--- config.mk ---
export PLATFORM = sky130hd
export DESIGN_NAME = ef_in_pacer
export DESIGN_NICKNAME = d
export VERILOG_FILES = /design/src/rtl/ef_in_pacer.sv
export SDC_FILE = /design/constraint.sdc
export NUM_CORES = 1
export LEC_CHECK = 0
export CAP_MARGIN = 25
export CELL_PAD_IN_SITES_DETAIL_PLACEMENT = 1
export CELL_PAD_IN_SITES_GLOBAL_PLACEMENT = 1
export CORE_MARGIN = 5
export CORE_UTILIZATION = 50
export CTS_CLUSTER_SIZE = 25
export DETAILED_ROUTE_END_ITERATION = 10
export PLACE_DENSITY_LB_ADDON = 0.15
export SYNTH_ARGS = -nofsm -noshare
export SYNTH_HDL_FRONTEND = slang
export SYNTH_SLANG_ARGS = --single-unit
--- constraint.sdc ---
create_clock -name clk -period 3.4 [get_ports clk]
set_input_delay 0.34 -clock clk [delete_from_list [all_inputs] [get_ports clk]]
set_output_delay 0.34 -clock clk [all_outputs]
set_load 0.005 [all_outputs]
--- src/rtl/ef_in_pacer.sv ---
// ef_in_pacer: paces an irregular upstream sample stream into the folded equalizer.
// Samples are buffered in a small circular FIFO and released one at a time, no
// faster than one every PERIOD cycles (the equalizer frame length).
//
// Parameters:
//   DI_W   - sample width (signed Q2.5 by default; data is passed through untouched)
//   DEPTH  - FIFO depth in samples, power of two, >= 2
//   PERIOD - minimum spacing in cycles between issues, >= 2
//
// Ports:
//   clk       - clock, rising edge
//   rst       - asynchronous active-high reset
//   in_valid  - upstream sample strobe
//   in_data   - upstream sample
//   in_ready  - FIFO has room (level < DEPTH); ignores a same-cycle pop
//   out_valid - registered single-cycle issue strobe (equalizer valid_i)
//   out_data  - registered issued sample, held between issues (equalizer data_i)
//   level     - registered FIFO occupancy, 0..DEPTH
//   overflow  - registered sticky flag, set when a sample is dropped on a full FIFO
//   clr_ovf   - synchronous clear of overflow; a same-edge drop wins
module ef_in_pacer #(
  parameter int unsigned DI_W   = 8,
  parameter int unsigned DEPTH  = 8,
  parameter int unsigned PERIOD = 20
) (
  input  logic                       clk,
  input  logic                       rst,
  input  logic                       in_valid,
  input  logic [DI_W-1:0]            in_data,
  output logic                       in_ready,
  output logic                       out_valid,
  output logic [DI_W-1:0]            out_data,
  output logic [$clog2(DEPTH):0]     level,
  output logic                       overflow,
  input  logic                       clr_ovf
);

  localparam int unsigned PtrW = $clog2(DEPTH);
  localparam int unsigned LvlW = PtrW + 1;
  localparam int unsigned GapW = $clog2(PERIOD);

  // Elaboration-time parameter sanity.
  if (DEPTH < 2 || (DEPTH & (DEPTH - 1)) != 0) begin : gen_bad_depth
    $error("ef_in_pacer: DEPTH must be a power of two and at least 2");
  end
  if (PERIOD < 2) begin : gen_bad_period
    $error("ef_in_pacer: PERIOD must be at least 2");
  end

  typedef enum logic [0:0] {StIdle, StGap} state_e;

  state_e                state_q, state_d;
  logic [GapW-1:0]       gap_q, gap_d;
  logic [PtrW-1:0]       wr_ptr_q, wr_ptr_d;
  logic [PtrW-1:0]       rd_ptr_q, rd_ptr_d;
  logic [LvlW-1:0]       level_q, level_d;
  logic                  out_valid_q, out_valid_d;
  logic [DI_W-1:0]       out_data_q, out_data_d;
  logic                  overflow_q, overflow_d;
  logic [DI_W-1:0]       mem_q [DEPTH];

  logic                  wr_en;
  logic                  drop;
  logic                  issue;

  // Room is judged on the registered level only, so a full FIFO rejects a write
  // even on the edge where it also issues.
  assign in_ready = (level_q < LvlW'(DEPTH));
  assign wr_en    = in_valid & in_ready;
  assign drop     = in_valid & ~in_ready;
  assign issue    = (state_q == StIdle) && (level_q != '0);

  // Pacing FSM: IDLE issues as soon as a sample is buffered, GAP counts out the
  // remainder of the frame so consecutive issues land exactly PERIOD cycles apart.
  always_comb begin
    state_d = state_q;
    gap_d   = gap_q;
    unique case (state_q)
      StIdle: begin
        if (issue) begin
          gap_d   = GapW'(PERIOD - 1);
          state_d = StGap;
        end
      end
      StGap: begin
        gap_d = gap_q - GapW'(1);
        if (gap_d == '0) begin
          state_d = StIdle;
        end
      end
    endcase
  end

  // FIFO pointers, occupancy and output registers.
  always_comb begin
    wr_ptr_d    = wr_ptr_q;
    rd_ptr_d    = rd_ptr_q;
    level_d     = level_q;
    out_valid_d = issue;
    out_data_d  = out_data_q;
    overflow_d  = overflow_q;

    // DEPTH is a power of two, so natural pointer overflow gives the wrap.
    if (wr_en) begin
      wr_ptr_d = wr_ptr_q + PtrW'(1);
    end
    if (issue) begin
      rd_ptr_d   = rd_ptr_q + PtrW'(1);
      out_data_d = mem_q[rd_ptr_q];
    end

    unique case ({wr_en, issue})
      2'b10:   level_d = level_q + LvlW'(1);
      2'b01:   level_d = level_q - LvlW'(1);
      default: level_d = level_q;
    endcase

    // Set beats clear when both happen on one edge.
    if (drop) begin
      overflow_d = 1'b1;
    end else if (clr_ovf) begin
      overflow_d = 1'b0;
    end
  end

  always_ff @(posedge clk or posedge rst) begin
    if (rst) begin
      state_q     <= StIdle;
      gap_q       <= '0;
      wr_ptr_q    <= '0;
      rd_ptr_q    <= '0;
      level_q     <= '0;
      out_valid_q <= 1'b0;
      out_data_q  <= '0;
      overflow_q  <= 1'b0;
    end else begin
      state_q     <= state_d;
      gap_q       <= gap_d;
      wr_ptr_q    <= wr_ptr_d;
      rd_ptr_q    <= rd_ptr_d;
      level_q     <= level_d;
      out_valid_q <= out_valid_d;
      out_data_q  <= out_data_d;
      overflow_q  <= overflow_d;
    end
  end

  // Storage needs no reset: entries are only read after being written, and a
  // reset empties the FIFO by clearing the pointers and level.
  always_ff @(posedge clk) begin
    if (wr_en) begin
      mem_q[wr_ptr_q] <= in_data;
    end
  end

  assign out_valid = out_valid_q;
  assign out_data  = out_data_q;
  assign level     = level_q;
  assign overflow  = overflow_q;

`ifndef SYNTHESIS
  a_level_range : assert property (@(posedge clk) disable iff (rst) level_q <= LvlW'(DEPTH));
  a_idle_gap    : assert property (@(posedge clk) disable iff (rst)
                                   (state_q == StIdle) |-> (gap_q == '0));
  a_gap_nonzero : assert property (@(posedge clk) disable iff (rst)
                                   (state_q == StGap) |-> (gap_q != '0));
`endif

endmodule

==> metrics.yaml <==
synth_cells: 255
final_nets: 306
hold_violations: 0
diodes: 0
crit_family: "flip-flops"
hp-class: "in -> async"
grt_pass1_vias: 2340
fin_ws_ns: 1.14
cts_root_buf: "clkbuf_8"
die_area_um2: 9250
crit_path_end_kind: "register"
wl_per_cell_um: 18.3
die_y_um: 96.2
antenna_found_initial: 0
relSlewSlack_pct: 34.2
skew_ns: 0.00795
avgViaCountPerCell: 5.46
worst-path-max-fanout: 11
status: "complete, no violations"
htreeDepth: 3
drive_gt1_share_pct: 8.90
ant_nets: 0
ir_drop_mv: 0.432
clkLatencyLatePin_ns: 0.35
ys.flop_type: "edfxtp_1"
synthesis.nets: 274
worstPathArrival_ns: 2.50
ys_seq_area_share_pct: 69.2
grt_max_degree: 35
place_congestion: 0.748
fin_hold_ws_ns: 0.327
synth_seq_cells: 90
cts_sinks: 90
fin_cells: 391
drv_slew: 0
ios: 27
fin_crit_sh_pct: 66.4
tightest_slew_ns: 0.987
grt_overflow: 0
yosysTopAreaCell: "edfxtp_1"
min_period_ns: 2.26
post_cts_resized: 0
dp_cells: 375
vias: 2134
pwr_density_cell_nw_per_um2: 785
synth_area_leaders: "edfxtp_1, dfrtp_1, mux2i_1, a22oi_1, ha_1"
dp_slack_ns: 0.797
cp_common_cell: "xor2_1"
setup_viol: 0
synth_area_um2: 3710
synth_area_per_cell_um2: 14.6
async_flop_share_pct: 28.9
cp_cell_sequence: "nor4_2 > buf_4 > nor2_1 > ha_1 > xor2_1 > ha_1 > a21oi_1 > xor2_1 > nor2_1 > xor2_1"
cts_tree: "built"
track_usage_pct: 17.1
totalNegativeSetupSlack_ns: 0
areaGrowthSynthToFinish_pct: 16.2
cts_made_buffers: 9
power_leakage_nw: 1.61
io_buffer_count: 26
drc_errors: 0
synth.distinct_cells: 31
yosysWarnings: 0
grt_pass1_wl_um: 11700
path_class: "reg -> reg"
synth_edf_count: 64
rsz0062_at_grt: "no"
fmax_mhz: 443
synth_common_cells: "edfxtp_1, mux2i_1, dfrtp_1"
die_width_um: 96.2
routed_wl_um: 7170
dp_hpwl_um: 5000
initial_utilization_pct: 51.2
clockBufferDepth: 2
cts_setup_buffers: 0
synth_top_area_share_pct: 51.7
clk_pin_slew_worst_paths_ns: 0.08
critPathSlowestCell: "dfrtp_1"
num_rows: 31
cpPeakStageDelay_ns: 0.47
maxCapViolCount: 0
core_um2: 7250
yosysMostFrequentCell: "edfxtp_1"
final_util_pct: 59.5
hold_buffers: 0
detailedRoute.firstPassIterationCount: 4
path_buf_inv: 1
crit_path_start_kind: "register"
drtIter0Drc: 113
cp.required_ns: 3.64
-- final cells by class --
class | instances | area, um^2
Inverter | 6 | 22.5
Fill cell | 714 | 2940
Timing Repair Buffer | 32 | 325
Tap cell | 99 | 124
Clock buffer | 11 | 131
Multi-Input combinational cell | 148 | 1060
Clock inverter | 5 | 78.8
Sequential cell | 90 | 2570
-- cell usage in the layout, fill, tap and decap left out, types with 2 or more instances in the layout --
master	count
clkbuf_8	9
nor3_1	3
clkdlybuf4s50_1	26
nand3b_1	2
bufinv_16	2
a22oi_1	17
inv_1	6
edfxtp_1	64
nand3_1	9
nor2_1	12
clkinv_2	2
xor2_1	6
buf_4	5
xnor2_1	4
o21ai_1	2
mux2i_1	32
nor2b_1	5
o21ai_0	12
mux2_2	3
clkbuf_1	2
nand2_1	16
dfrtp_1	25
nand2b_1	5
ha_1	7
a21oi_1	5
-- final timing paths --
kind	start	end	slack, ns	depth (start not counted)
min reg2reg	gap_q[4]	gap_q[4]	0.50	1
max in group asynchronous	rst	rd_ptr_q[0]	2.60	3
max reg2reg	level[0]	level[2]	1.14	10
min in group clk	gap_q[4]	gap_q[4]	0.50	1
min	rst	level[2]	0.33	2
max	level[0]	level[2]	1.14	10
-- registers in the layout (all words and copies together), names as in the netlist --
signal     cells
level          4
mem_q         64
rd_ptr_q       3
gap_q          5
wr_ptr_q       3
overflow       1
state_q        1
out_data       8
out_valid      1
-- worst register-to-register path, delay by kind of cell, from the launching register on --
family          cells  cell delay, ns
buf+inv             1            0.21
fa+ha+maj           2            0.43
xor+xnor            3            0.45
flops               1            0.47
simple gates        3            0.43
compound gates      1            0.15
-- cell families after synthesis --
family | after synthesis | synth area share [%]
flip-flops | 90 | 69.2
AND/OR/NAND/NOR | 56 | 7.48
AO/OA/AOI/OAI | 40 | 6.84
multiplexers | 35 | 9.53
buffers and inverters | 17 | 2.19
XOR/XNOR | 10 | 2.36
adder cells (fa/ha/maj) | 7 | 2.36
-- per-layer routing --
metal	track usage [%]	up-vias	wire length, um
li1	-	1005	-
met1	21.5	1092	3110
met2	29.2	28	3720
met3	3.67	9	254
met4	5.69	0	85
met5	0	-	0
-- metrics by stage --
stage / power (mW) / instance area (um^2)
5_1_grt: 3.59 / 4320
2_1_floorplan: 2.24 / 3710
6_report: 3.39 / 4320
4_1_cts: 3.43 / 4320
3_3_place_gp: 2.60 / 4080
3_5_place_dp: 2.66 / 4110
-- report_power, final --
part	switching, mW	total [mW]	internal, mW	leakage [nW]
sequential	0.271	1.67	1.40	0.883
clock	0.361	0.774	0.414	0.107
combinational	0.431	0.941	0.510	0.620
Note: power is estimated with default switching activity, not from simulation.
